--- src/rtl/uart_rx.sv ---
// UART receiver: synchronised rx line, centre sampling, 5..8 data bits, optional parity, 1/2 stop bits.
// Optional build macro UART_RX_GLITCH_FILTER_EN inserts a 3-tap majority filter after the synchroniser.
module uart_rx (
    input  logic        clk_i,
    input  logic        rst_n_i,
    input  logic        rx_i,
    output logic        busy_o,
    input  logic        cfg_en_i,
    input  logic [15:0] cfg_div_i,
    input  logic        cfg_parity_en_i,
    input  logic [1:0]  cfg_parity_sel_i,
    input  logic [1:0]  cfg_bits_i,
    input  logic        cfg_stop_bits_i,
    output logic [7:0]  rx_data_o,
    output logic        rx_perr_o,
    output logic        rx_ferr_o,
    output logic        rx_valid_o,
    input  logic        rx_ready_i,
    output logic        rx_ovf_o
);

    typedef enum logic [2:0] {
        IDLE       = 3'd0,
        START_BIT  = 3'd1,
        DATA       = 3'd2,
        PARITY     = 3'd3,
        STOP_FIRST = 3'd4,
        STOP_LAST  = 3'd5
    } state_t;

    function automatic logic exp_parity(input logic [7:0] data, input logic [1:0] sel);
        logic p;
        case (sel)
            2'b00:   p = ~^data;
            2'b01:   p = ^data;
            2'b10:   p = 1'b0;
            2'b11:   p = 1'b1;
            default: p = 1'b0;
        endcase
        return p;
    endfunction

    logic        sync1_r, sync2_r;
    logic        line_s, line_prev_r, fall_s;
    state_t      state_r, state_nxt_s;
    logic [15:0] cnt_r;
    logic [2:0]  bit_cnt_r;
    logic [7:0]  data_r;
    logic        perr_r, ferr_r;
    logic        sample_s, last_bit_s, complete_s, ferr_fin_s;
    logic        busy_r, valid_r, ovf_r, out_perr_r, out_ferr_r;
    logic [7:0]  out_data_r;

    // Two-flop synchroniser on the asynchronous serial input
    always_ff @(posedge clk_i or negedge rst_n_i) begin
        if (!rst_n_i) begin
            sync1_r <= 1'b1;
            sync2_r <= 1'b1;
        end else begin
            sync1_r <= rx_i;
            sync2_r <= sync1_r;
        end
    end

`ifdef UART_RX_GLITCH_FILTER_EN
    logic tap1_r, tap2_r;

    // History taps for the majority vote; the vote itself is combinational, so latency is one clock
    always_ff @(posedge clk_i or negedge rst_n_i) begin
        if (!rst_n_i) begin
            tap1_r <= 1'b1;
            tap2_r <= 1'b1;
        end else begin
            tap1_r <= sync2_r;
            tap2_r <= tap1_r;
        end
    end

    assign line_s = (sync2_r & tap1_r) | (sync2_r & tap2_r) | (tap1_r & tap2_r);
`else
    assign line_s = sync2_r;
`endif

    // Previous line value for falling-edge detection
    always_ff @(posedge clk_i or negedge rst_n_i) begin
        if (!rst_n_i) begin
            line_prev_r <= 1'b1;
        end else begin
            line_prev_r <= line_s;
        end
    end

    assign fall_s     = line_prev_r & ~line_s;
    assign last_bit_s = (bit_cnt_r == ({1'b0, cfg_bits_i} + 3'd4));
    assign ferr_fin_s = ferr_r | ~line_s;

    // Sample strobe and next-state logic
    always_comb begin
        state_nxt_s = state_r;
        sample_s    = 1'b0;
        complete_s  = 1'b0;
        if (state_r == START_BIT) begin
            sample_s = (cnt_r == (cfg_div_i >> 1));
        end else begin
            sample_s = (state_r != IDLE) && (cnt_r == cfg_div_i);
        end
        if (!cfg_en_i) begin
            state_nxt_s = IDLE;
            sample_s    = 1'b0;
        end else begin
            case (state_r)
                IDLE: begin
                    if (fall_s) state_nxt_s = START_BIT;
                    else        state_nxt_s = IDLE;
                end
                START_BIT: begin
                    if (sample_s) state_nxt_s = line_s ? IDLE : DATA;
                    else          state_nxt_s = START_BIT;
                end
                DATA: begin
                    if (sample_s && last_bit_s) state_nxt_s = cfg_parity_en_i ? PARITY : STOP_FIRST;
                    else                        state_nxt_s = DATA;
                end
                PARITY: begin
                    if (sample_s) state_nxt_s = STOP_FIRST;
                    else          state_nxt_s = PARITY;
                end
                STOP_FIRST: begin
                    if (sample_s && cfg_stop_bits_i) begin
                        state_nxt_s = STOP_LAST;
                    end else if (sample_s) begin
                        state_nxt_s = IDLE;
                        complete_s  = 1'b1;
                    end else begin
                        state_nxt_s = STOP_FIRST;
                    end
                end
                STOP_LAST: begin
                    if (sample_s) begin
                        state_nxt_s = IDLE;
                        complete_s  = 1'b1;
                    end else begin
                        state_nxt_s = STOP_LAST;
                    end
                end
                default: state_nxt_s = IDLE;
            endcase
        end
    end

    // State register; busy is registered from the next state so it mirrors state_r != IDLE
    always_ff @(posedge clk_i or negedge rst_n_i) begin
        if (!rst_n_i) begin
            state_r <= IDLE;
            busy_r  <= 1'b0;
        end else begin
            state_r <= state_nxt_s;
            busy_r  <= (state_nxt_s != IDLE);
        end
    end

    // Baud counter and frame assembly
    always_ff @(posedge clk_i or negedge rst_n_i) begin
        if (!rst_n_i) begin
            cnt_r     <= 16'd0;
            bit_cnt_r <= 3'd0;
            data_r    <= 8'd0;
            perr_r    <= 1'b0;
            ferr_r    <= 1'b0;
        end else begin
            if (!cfg_en_i || state_r == IDLE || sample_s) cnt_r <= 16'd0;
            else                                          cnt_r <= cnt_r + 16'd1;
            case (state_r)
                IDLE: begin
                    if (fall_s && cfg_en_i) begin
                        bit_cnt_r <= 3'd0;
                        data_r    <= 8'd0;
                        perr_r    <= 1'b0;
                        ferr_r    <= 1'b0;
                    end
                end
                DATA: begin
                    if (sample_s) begin
                        data_r[bit_cnt_r] <= line_s;
                        bit_cnt_r         <= bit_cnt_r + 3'd1;
                    end
                end
                PARITY: begin
                    if (sample_s) perr_r <= (line_s != exp_parity(data_r, cfg_parity_sel_i));
                end
                STOP_FIRST: begin
                    if (sample_s) ferr_r <= ferr_fin_s;
                end
                default: begin
                end
            endcase
        end
    end

    // Output holding register with valid/ready handshake and overrun pulse
    always_ff @(posedge clk_i or negedge rst_n_i) begin
        if (!rst_n_i) begin
            valid_r    <= 1'b0;
            ovf_r      <= 1'b0;
            out_data_r <= 8'd0;
            out_perr_r <= 1'b0;
            out_ferr_r <= 1'b0;
        end else begin
            ovf_r <= 1'b0;
            if (complete_s && (!valid_r || rx_ready_i)) begin
                valid_r    <= 1'b1;
                out_data_r <= data_r;
                out_perr_r <= perr_r;
                out_ferr_r <= ferr_fin_s;
            end else if (complete_s) begin
                ovf_r <= 1'b1;
            end else if (valid_r && rx_ready_i) begin
                valid_r <= 1'b0;
            end
        end
    end

    assign busy_o     = busy_r;
    assign rx_valid_o = valid_r;
    assign rx_ovf_o   = ovf_r;
    assign rx_data_o  = out_data_r;
    assign rx_perr_o  = out_perr_r;
    assign rx_ferr_o  = out_ferr_r;

endmodule

--- config.mk ---
export PLATFORM = sky130hd
export DESIGN_NAME = uart_rx
export DESIGN_NICKNAME = d
export VERILOG_FILES = /design/src/rtl/uart_rx.sv
export SDC_FILE = /design/constraint.sdc
export NUM_CORES = 1
export LEC_CHECK = 0
export CAP_MARGIN = 20
export CORE_AREA = 10 10 80 82
export DETAILED_ROUTE_END_ITERATION = 8
export DIE_AREA = 0 0 90 92
export GPL_TIMING_DRIVEN = 0
export PLACE_DENSITY_LB_ADDON = 0.3
export SYNTH_ARGS = -nofsm -noshare
export SYNTH_HDL_FRONTEND = slang
export SYNTH_SLANG_ARGS = --single-unit
--- constraint.sdc ---
create_clock -name clk_i -period 3.8 [get_ports clk_i]
set_clock_uncertainty 0.2 [all_clocks]
set_input_delay 0.57 -clock clk_i [delete_from_list [all_inputs] [get_ports clk_i]]
set_output_delay 0.57 -clock clk_i [all_outputs]
set_load 0.01 [all_outputs]
==> results.md <==
- Pin count of the biggest net entering global routing: 40
- Gpl congestion: roughly 0.94
- CTS Sinks: 48
- Commonest non-fill, non-tap cell in the layout: dfrtp_1
- Status: completed
- Crit Path Max Fanout: 10
- Critical Path Max Stage Delay: approximately 450 ps
- RSZ-0062 raised after global routing: false
- Total grt overflow: 0
- Overall power: around 1 mW
- Cell chain of the critical path: clkdlybuf4s50_1 > xor2_1 > nor4_1 > and2_1 > a31oi_2 > o211ai_1 > buf_2 > nor2_1
- Worst-Margin Slew: 651 ps
- Critical Path Stages: 8
- Synth Cell Area: 2750 µm²
- Initial antenna violation count: 0
- Cell family with most CP delay: buffers and inverters
- CTS tree: done
- Setup tns final: 0 ps
- Io pins: 40
- Worst Reg-to-Reg Cells: 7
- Die H: 92 µm
- Post-CTS sizing: 0
- Synth Register Bits: 48
- Setup crit end: cnt_r[7]
- Share of cells above drive strength 1: 0.122
- Worst hold path class: reg -> reg
- Clock-pin slew on the worst setup and hold paths: 90 ps
- Number of flops mapped to enable cells by yosys: 0
- Initial Utilization: 0.559
- Number of remaining DRC errors: 0
- H-Tree Depth: 2
- Routed WL per cell: around 15 µm
- Max_cap viols: 0
- Horiz. Die Dim: 90 µm
- # fillers: between 300 and 400
- Via count: 2091
- Design area: 3370 µm²
- Port bufs: 39
- Max VDD drop: just under 0.3 mV
- R2r endpoint: cnt_r[7]
- CP required: 3790 ps
- CP startpoint kind: input port
- Post-Route WL: 6.02 mm
- Fin crit period: 2900 ps
- Final period util: 0.763
- Setup slack, reg-to-reg: 1170 ps
- Library cells used by synthesis: 43
- Final Hold Viols: 0
- Synth warn: 0
- Area after DPL: ~3200 µm²
- Vias in the first global route: 2149
- Setup violators final: 0
- Seq/Total Area, Yosys: 0.439
- CTS Buf Count: 5
- Most frequent cells in the layout: dfrtp_1, clkdlybuf4s50_1, xnor2_1
- Row cnt: 26
- Fin nets: 347
- Post-synth net total: 299
- Asr flop ratio synth: 1.00
- First-pass GRT wire length: about 10 mm
- Main flop type after synthesis: dfrtp_1
- Routed vias/inst: 5.38
- Gr usage total: 0.150
- Relative slew margins: 0.564
- Crit path capture type: register
- Syn avg cell area: 10.2 µm²
- Drt first-iter violations: around 110
- Post-route ant nets: 0
- Post CTS Setup Buffer Count: 0
- Critical Path AT: 2890 ps
- Worst path slowest cell: clkdlybuf4s50_1
- Bufs and invs on worst path: 2
- Max Clk Rate: between 0.3 and 0.4 GHz
- Post-DP HPWL: approximately 4.5 mm
- Clock root buffer master: clkbuf_8
- Antenna diode count: 0
- Pins Over Slew Limit: 0
- Core Region: about 4900 µm²
- Clock Latency Late Sink: slightly above 300 ps
- Setup Crit Path Kind: in -> reg
- Die Footprint: 8280 µm²
- RR Startpoint: cnt_r[12]
- Layout area overhead: 22.7%
- Leakage power: 1.46 nW
- First-pass iteration count of the detailed router: 4
- Cells after Synth: 270
- Pwr/cell area: 297 nW/µm²
- Worst setup startpoint: cfg_div_i[13]
- Hold buffers post-CTS: 1
- Worst-case clock buffer depth: 2
[cell families after synthesis]
family,synth area share
AO/OA/AOI/OAI,0.0423
flip-flops,0.439
AND/OR/NAND/NOR,0.216
adder cells (fa/ha/maj),0.00911
multiplexers,0.0847
buffers and inverters,0.0305
XOR/XNOR,0.179
[sequential cells by signal (all words and copies together) (netlist names), 3 cells and up]
signal and cells:
state_r 3, rx_data_o 8, cnt_r 16, bit_cnt_r 3
data_r 8
[layer usage]
metal  GRT usage  part of all wire  up-vias
met4      0.0411             0.013        0
met2       0.246              0.49       46
met1       0.195              0.45     1022
met3      0.0359             0.040        7
met5           0                 0        -
li1            -                 -     1016
[area by class of cell]
| class | count | area, µm² | share of cell area |
|---|---|---|---|
| multi-input combinational | 205 | 1460 | 0.433 |
| clock buffer | 6 | 82.6 | 0.0245 |
| buffer | 12 | 65.1 | 0.0193 |
| inverter | 5 | 18.8 | 0.00557 |
| sequential | 48 | 1200 | 0.357 |
| clock inverter | 2 | 38.8 | 0.0115 |
| tap | 70 | 87.6 | 0.0260 |
| timing repair buffer | 41 | 415 | 0.123 |
[worst min-delay path by stage]
stage / startpoint / endpoint / slack (ps) / depth (start not counted)
4_1_cts: sync1_r / line_s / 160 / 0
6_report: sync1_r / line_s / 160 / 0
3_5_place_dp: sync1_r / line_s / 150 / 0
5_1_grt: sync1_r / line_s / 170 / 0
3_3_place_gp: sync1_r / line_s / 150 / 0
2_1_floorplan: rst_n_i / bit_cnt_r[0] / 70 / 0
[worst register-to-register path, cell delays in order (launching register included)]
cell      delay (ps)
dfrtp_1          470
xor2_1           170
nor4_1           430
and2_1           250
a31oi_2          190
o211ai_1         380
buf_2            350
nor2_1            80
[where the power goes]
group          internal, mW  switching, mW  total (mW)  leakage, nW
Sequential            0.515        0.00333       0.519        0.659
Clock                 0.215          0.176       0.391       0.0614
Combinational        0.0466         0.0447      0.0913        0.737
Total                 0.777          0.224        1.00         1.46
[synthesized netlist by cell type (2+ instances only)]
| library cell | count | area [µm²] |
|---|---|---|
| nand2b_1 | 3 | 18.8 |
| nor3_1 | 3 | 15.0 |
| nand3_1 | 13 | 65.1 |
| inv_1 | 5 | 18.8 |
| buf_2 | 7 | 35.0 |
| xor2_1 | 22 | 193 |
| nand4_1 | 9 | 56.3 |
| nor4_1 | 3 | 18.8 |
| o21ai_0 | 3 | 15.0 |
| ha_1 | 2 | 25.0 |
| nor2b_1 | 3 | 18.8 |
| nor3b_1 | 3 | 22.5 |
| xnor2_1 | 34 | 298 |
| nand2_1 | 27 | 101 |
| and3_1 | 5 | 31.3 |
| mux2i_1 | 12 | 120 |
| dfrtp_1 | 45 | 1130 |
| o21bai_1 | 2 | 15.0 |
| mux2_2 | 10 | 113 |
| nor2_1 | 25 | 93.8 |
| clkbuf_1 | 3 | 11.3 |
| a21o_1 | 2 | 15.0 |
| nand3b_1 | 4 | 30.0 |
| and2_1 | 2 | 12.5 |
| dfstp_2 | 3 | 78.8 |
| nor4_2 | 3 | 37.5 |
[stage by stage]
step / hold WS (ps) / worst slack (ps) / std cells / util
3_3_place_gp: 145 / 588 / 379 / 0.657
3_5_place_dp: 150 / 613 / 380 / 0.660
6_report: 162 / 900 / 389 / 0.686
5_1_grt: 172 / 736 / 389 / 0.686
2_1_floorplan: 74.4 / 1540 / 270 / -
4_1_cts: 164 / 891 / 389 / 0.686
Power figures use the tool's default switching activity.
